--- config.mk ---
export PLATFORM = sky130hd
export DESIGN_NAME = smc_apb_regbank
export DESIGN_NICKNAME = d
export VERILOG_FILES = /design/src/rtl/smc_apb_regbank.sv
export SDC_FILE = /design/constraint.sdc
export NUM_CORES = 1
export LEC_CHECK = 0
export ABC_AREA = 1
export CAP_MARGIN = 10
export CORE_MARGIN = 8
export CORE_UTILIZATION = 45
export DETAILED_ROUTE_END_ITERATION = 16
export GPL_TIMING_DRIVEN = 1
export PLACE_DENSITY = 0.81
export SYNTH_ARGS = -nofsm -noshare
export SYNTH_HDL_FRONTEND = slang
export SYNTH_SLANG_ARGS = --single-unit
--- constraint.sdc ---
create_clock -name i_pclk -period 6.4 [get_ports i_pclk]
set_clock_uncertainty 0.15 [all_clocks]
set_input_delay 1.6 -clock i_pclk [delete_from_list [all_inputs] [get_ports i_pclk]]
set_output_delay 1.6 -clock i_pclk [all_outputs]
set_load 0.005 [all_outputs]
--- src/rtl/smc_apb_regbank.sv ---
// ---------------------------------------------------------------------------
// smc_apb_regbank
//   APB slave register bank for the static memory controller. It holds
//   NUM_CS per-chip-select 32-bit config registers, a CTRL register (LOCK and
//   UPDATE bits) and a read-only STATUS window onto i_smc_status. Every access
//   is stretched by WAIT_STATES wait cycles.
//
//   Word map (byte address, bits [1:0] ignored):
//     4*i          CFG[i]   read/write, write ignored while locked
//     4*NUM_CS     CTRL     bit0 LOCK (set-only), bit1 UPDATE (pulse, reads 0)
//     4*NUM_CS+4   STATUS   read-only
//
//   Optional feature macro: SMC_APB_PSLVERR_EN
//     defined   : o_pslverr flags unmapped accesses, STATUS writes and CFG
//                 writes while locked (asserted together with o_pready)
//     undefined : o_pslverr is tied low, those accesses are silently ignored
//
// Ports
//   i_pclk, i_preset            clock, synchronous active-high reset
//   i_psel/i_penable/i_pwrite   APB control
//   i_paddr [ADDR_W]            APB byte address
//   i_pwdata[32]                APB write data
//   i_smc_status[32]            controller status, visible at STATUS
//   o_prdata[32]                read data (zero outside a completing read)
//   o_pready, o_pslverr         APB completion / error
//   o_cfg_regs[32*NUM_CS]       CFG[i] on bits [32*i+31:32*i]
//   o_cfg_lock                  lock state
//   o_cfg_update                one-cycle update strobe
// ---------------------------------------------------------------------------
module smc_apb_regbank #(
    parameter int          NUM_CS      = 4,
    parameter int          ADDR_W      = 5,
    parameter int          WAIT_STATES = 1,
    parameter logic [31:0] CFG_RST     = 32'h0000_0000
) (
    input  logic                   i_pclk,
    input  logic                   i_preset,
    input  logic                   i_psel,
    input  logic                   i_penable,
    input  logic                   i_pwrite,
    input  logic [ADDR_W-1:0]      i_paddr,
    input  logic [31:0]            i_pwdata,
    input  logic [31:0]            i_smc_status,
    output logic [31:0]            o_prdata,
    output logic                   o_pready,
    output logic                   o_pslverr,
    output logic [32*NUM_CS-1:0]   o_cfg_regs,
    output logic                   o_cfg_lock,
    output logic                   o_cfg_update
);

    localparam int               IDX_W      = ADDR_W - 2;
    localparam logic [IDX_W-1:0] CTRL_IDX   = IDX_W'(NUM_CS);
    localparam logic [IDX_W-1:0] STATUS_IDX = IDX_W'(NUM_CS + 1);
    localparam logic [1:0]       CNT_INIT   = 2'(WAIT_STATES);

    typedef enum logic {
        ST_IDLE   = 1'b0,
        ST_ACCESS = 1'b1
    } state_t;

    state_t           r_state;
    state_t           w_state_nxt;
    logic [1:0]       r_cnt;
    logic [1:0]       w_cnt_nxt;
    logic             w_done;
    logic             r_lock;
    logic             r_update;
    logic [31:0]      r_cfg [NUM_CS];

    logic [IDX_W-1:0] w_idx;
    logic             w_is_cfg;
    logic             w_is_ctrl;
    logic             w_is_status;
    logic             w_mapped;
    logic             w_wr;
    logic             w_pready;
    logic [31:0]      w_rdata;
    logic             w_unused_addr;

    // Byte-lane bits carry no meaning for a word-only register bank.
    assign w_unused_addr = ^i_paddr[1:0];

    assign w_idx       = i_paddr[ADDR_W-1:2];
    assign w_is_cfg    = (w_idx < CTRL_IDX);
    assign w_is_ctrl   = (w_idx == CTRL_IDX);
    assign w_is_status = (w_idx == STATUS_IDX);
    assign w_mapped    = w_is_cfg | w_is_ctrl | w_is_status;

    // ------------------------------------------------------------------
    // Access FSM: next state and completion
    // ------------------------------------------------------------------
    always_comb begin
        w_state_nxt = r_state;
        w_cnt_nxt   = r_cnt;
        w_done      = 1'b0;
        case (r_state)
            ST_IDLE: begin
                if (i_psel && !i_penable) begin
                    w_state_nxt = ST_ACCESS;
                    w_cnt_nxt   = CNT_INIT;
                end
            end
            ST_ACCESS: begin
                if (!i_psel) begin
                    // Master abandoned the transfer: leave without side effects.
                    w_state_nxt = ST_IDLE;
                    w_cnt_nxt   = 2'd0;
                end else if (i_penable && (r_cnt == 2'd0)) begin
                    w_done      = 1'b1;
                    w_state_nxt = ST_IDLE;
                end else if (r_cnt != 2'd0) begin
                    w_cnt_nxt = r_cnt - 2'd1;
                end
            end
            default: begin
                w_state_nxt = ST_IDLE;
                w_cnt_nxt   = 2'd0;
            end
        endcase
    end

    always_ff @(posedge i_pclk) begin
        if (i_preset) begin
            r_state <= ST_IDLE;
            r_cnt   <= 2'd0;
        end else begin
            r_state <= w_state_nxt;
            r_cnt   <= w_cnt_nxt;
        end
    end

    // Gating with reset keeps the APB outputs quiet during the reset cycle
    // itself, including one that interrupts an access in flight.
    assign w_pready = (r_state == ST_ACCESS) && (r_cnt == 2'd0) && !i_preset;
    assign w_wr     = w_done && i_pwrite;

    // ------------------------------------------------------------------
    // Register state
    // ------------------------------------------------------------------
    always_ff @(posedge i_pclk) begin
        if (i_preset) begin
            r_lock   <= 1'b0;
            r_update <= 1'b0;
            for (int i = 0; i < NUM_CS; i++) begin
                r_cfg[i] <= CFG_RST;
            end
        end else begin
            r_update <= w_wr && w_is_ctrl && i_pwdata[1];
            if (w_wr && w_is_ctrl && i_pwdata[0]) begin
                r_lock <= 1'b1;
            end
            for (int i = 0; i < NUM_CS; i++) begin
                if (w_wr && w_is_cfg && !r_lock && (w_idx == IDX_W'(i))) begin
                    r_cfg[i] <= i_pwdata;
                end
            end
        end
    end

    // ------------------------------------------------------------------
    // Read mux
    // ------------------------------------------------------------------
    always_comb begin
        w_rdata = 32'h0;
        if (w_is_cfg) begin
            for (int i = 0; i < NUM_CS; i++) begin
                if (w_idx == IDX_W'(i)) begin
                    w_rdata = r_cfg[i];
                end
            end
        end else if (w_is_ctrl) begin
            // UPDATE is a strobe and always reads back as zero.
            w_rdata = {30'h0, 1'b0, r_lock};
        end else if (w_is_status) begin
            w_rdata = i_smc_status;
        end
    end

    assign o_prdata = (w_pready && !i_pwrite) ? w_rdata : 32'h0;
    assign o_pready = w_pready;

`ifdef SMC_APB_PSLVERR_EN
    logic w_err;
    assign w_err     = !w_mapped
                     || (i_pwrite && w_is_status)
                     || (i_pwrite && w_is_cfg && r_lock);
    assign o_pslverr = w_pready && w_err;
`else
    logic w_unused_map;
    assign w_unused_map = w_mapped;
    assign o_pslverr    = 1'b0;
`endif

    generate
        for (genvar g = 0; g < NUM_CS; g++) begin : g_cfg_out
            assign o_cfg_regs[32*g +: 32] = r_cfg[g];
        end
    endgenerate

    assign o_cfg_lock   = r_lock;
    assign o_cfg_update = r_update;

endmodule

==> metrics.md <==
| Metric | Value |
|---|---|
| Global-route wire length before repair | `roughly 34000 um` |
| Initial antenna violation count | `0` |
| Hold buffer count at CTS | `0` |
| Mean number of vias per cell | `roughly 5.4` |
| Drt initial violations | `480` |
| FF-to-FF path depth | `9` |
| CP top delay family | `buffers and inverters` |
| Area of the core | `approximately 14000 um^2` |
| Worst path slowest cell | `clkdlybuf4s50_1` |
| Post-synthesis cell area | `approximately 6500 um^2` |
| Hold path depth | `2` |
| Full die area | `18500 um^2` |
| Starting Density | `45.3%` |
| Crit path DAT | `about 4100 ps` |
| Clock tree from TritonCTS | `built` |
| Static Leak | `3.70 nW` |
| Cts bufs inserted | `17` |
| Setup TNS | `0 ps` |
| Worst Setup End Kind | `output pin` |
| Total GRT Usage | `around a quarter` |
| Max IR drop VDD | `146 uV` |
| WL final | `between 20000 and 25000 um` |
| Vert. Die Dim | `around 140 um` |
| Dominant cell type by area after synthesis | `edfxtp_1` |
| Min-delay worst type | `flop to flop` |
| Hold Vio Cnt, Final | `0` |
| Post-DP HPWL | `approximately 16000 um` |
| Final Critical Period | `~5900 ps` |
| Post-CTS Setup Bufs | `0` |
| Pre-CTS WS | `about 530 ps` |
| FP Rows | `44` |
| CP Depth | `7` |
| Slew @ Worst Pin | `1000 ps` |
| Distinct cell type count after synthesis | `29` |
| Syn Nets | `between 700 and 800` |
| Clk_lat worst skew | `420 ps` |
| Number of top-level pins | `238` |
| Max Cap Viol | `0` |
| # H-tree levels | `4` |
| CP max stage delay | `around 600 ps` |
| R2R Setup Slk | `around 3600 ps` |
| Post-synthesis sequential area ratio | `a little over 60%` |
| Rel. slew slack | `between 30% and 40%` |
| Max-slew violation count | `0` |
| Vias in the first global route | `between 5k and 6k` |
| Count of input and output buffers | `234` |
| Reg2Reg Launch Point | `r_cnt[0]$_SDFFE_PP0P_` |
| Antenna Diode Count | `0` |
| Chip Width | `approximately 140 um` |
| Synth Instances | `just under 700` |
| Final Cycle Share | `about nine tenths` |
| Share of the synthesized area in the top cell type | `between 50% and 60%` |
| DR WL/cell | `21.0 um` |
| Fmax | `approximately 0.17 GHz` |
| DR vias | `between 5k and 6k` |
| Grt ovf | `0` |
| Worst EP required | `approximately 4700 ps` |
| Layout cells sized above 1 | `under 10%` |
| CP Class | `input port to output pin` |
| Final nets | `roughly 1000` |
| RePlAce Congestion | `approximately 0.79` |
| Syn avg cell area | `around 9.3 um^2` |
| Clk sinks | `around 130` |
| CP Buf/Inv Count | `3` |
| Max clock buf depth | `2` |
| RSZ-0062 raised after global routing | `no` |
| Root Driver | `clkbuf_16` |
| Residual DRC | `0` |
| Final setup margin | `between 500 and 600 ps` |
| Area delta synth->final | `47.1%` |
| Worst-path cell chain | `clkdlybuf4s50_1 -> inv_2 -> nand3_2 -> nor2_1 -> a21oi_1 -> a21oi_1 -> clkdlybuf4s50_1` |
| Startpoint types | `input port` |
| Router iterations before antenna repair | `4` |
| # resized after CTS | `0` |
| Endpoints failing setup | `0` |
| Yosys reg bits | `133` |
| CP Max Fanout | `17` |
| Setup crit start | `i_paddr[2]` |
| Largest cells by area after synthesis | `edfxtp_1, nor2_1, nand2_1, nand3_1, nor2_2` |
| Hold Startpoint | `r_state$_SDFF_PP0_` |
| Outcome | `finished, final reports clean` |
| Yosys warnings | `0` |
| Antenna viol nets, final | `0` |
| Pwr Density | `~220 nW/um^2` |
| Largest net degree at the start of global routing | `33` |
| Clk slew on worst S/H paths | `approximately 50 ps` |
==> final cells by class <==
class | count | area (um^2)
fill | 1130 | 4770
sequential | 133 | 3940
timing repair buffer | 249 | 2460
multi-input combinational | 464 | 2160
clock buffer | 22 | 444
tap | 184 | 230
inverter | 57 | 214
clock inverter | 8 | 85.1
==> state kept, by name, indices dropped and copies added (netlist names) <==
signal        count
r_cnt             2
r_cfg           128
o_cfg_update      1
o_cfg_lock        1
r_state           1
==> cells in the mapped netlist, drive strengths merged <==
cell,number
inv,57
o21ai,32
ha,1
nor3,16
buf,28
clkbuf,14
nand2,114
nand3,77
a21oi,36
conb,1
nor2,177
edfxtp,128
nand4,5
nor4,1
or2,4
dfxtp,5
==> worst register-to-register path, cell delays in order, from the launching register on <==
cell and delay (ps):
dfxtp_1 310, inv_1 70, ha_1 170, inv_1 80, nor2_1 120, nand3_1 150, inv_2 150, nand4_1 780
buf_4 540, nor2_1 150
==> power by group <==
group | switching [mW] | internal, mW | leakage (nW)
clock network | 0.335 | 0.561 | 0.258
registers | 0.0160 | 0.983 | 1.36
logic | 0.135 | 0.116 | 2.08
total | 0.485 | 1.66 | 3.70
==> logic make-up after synthesis <==
group / after synthesis / share of synthesized area [%]
other: 1 / 0.0578
AOI/OAI and AO/OA: 68 / 5.25
DFF: 133 / 60.8
buffers and inverters: 99 / 6.71
and+or+nand+nor: 394 / 27.0
adders and majority gates: 1 / 0.193
==> stage by stage <==
step	cell area (um^2)	total power, mW	std cells	hold WS (ps)	utilization [%]
global placement	9010	1.26	1087	341	62.9
detailed placement	9010	1.26	1087	351	62.9
global route	9540	2.21	1117	377	66.6
floorplan	6480	1.11	696	325	-
CTS	9540	2.14	1117	360	66.6
finish	9540	2.14	1117	361	66.6
==> layout by cell type, fill, tap and decap left out, types with 14 or more instances in the layout <==
cell | Yosys | layout
a21oi_1 | 36 | 36
inv_1 | 51 | 51
o21ai_0 | 29 | 27
edfxtp_1 | 128 | 128
nand3_1 | 76 | 76
clkdlybuf4s50_1 | 0 | 233
nor2_1 | 144 | 142
nand2_1 | 113 | 110
buf_4 | 5 | 14
clkbuf_16 | 0 | 17
nor2_2 | 32 | 32
==> worst paths after layout <==
check / end
worst max-delay path: o_prdata[0]
worst max register to register: r_cfg[0][11]$_SDFFCE_PN0P_
worst min register to register: r_state$_SDFF_PP0_
worst min-delay path: r_state$_SDFF_PP0_
==> routing by layer <==
| layer | track usage, % | vias up | part of all wire, % |
|---|---|---|---|
| li1 | - | 2767 | - |
| met3 | 8.13 | 45 | 10 |
| met4 | 9.88 | 0 | 2.2 |
| met1 | 27.6 | 2884 | 37 |
| met2 | 43.7 | 292 | 51 |
| met5 | 0 | - | 0 |
Power figures use the tool's default switching activity.
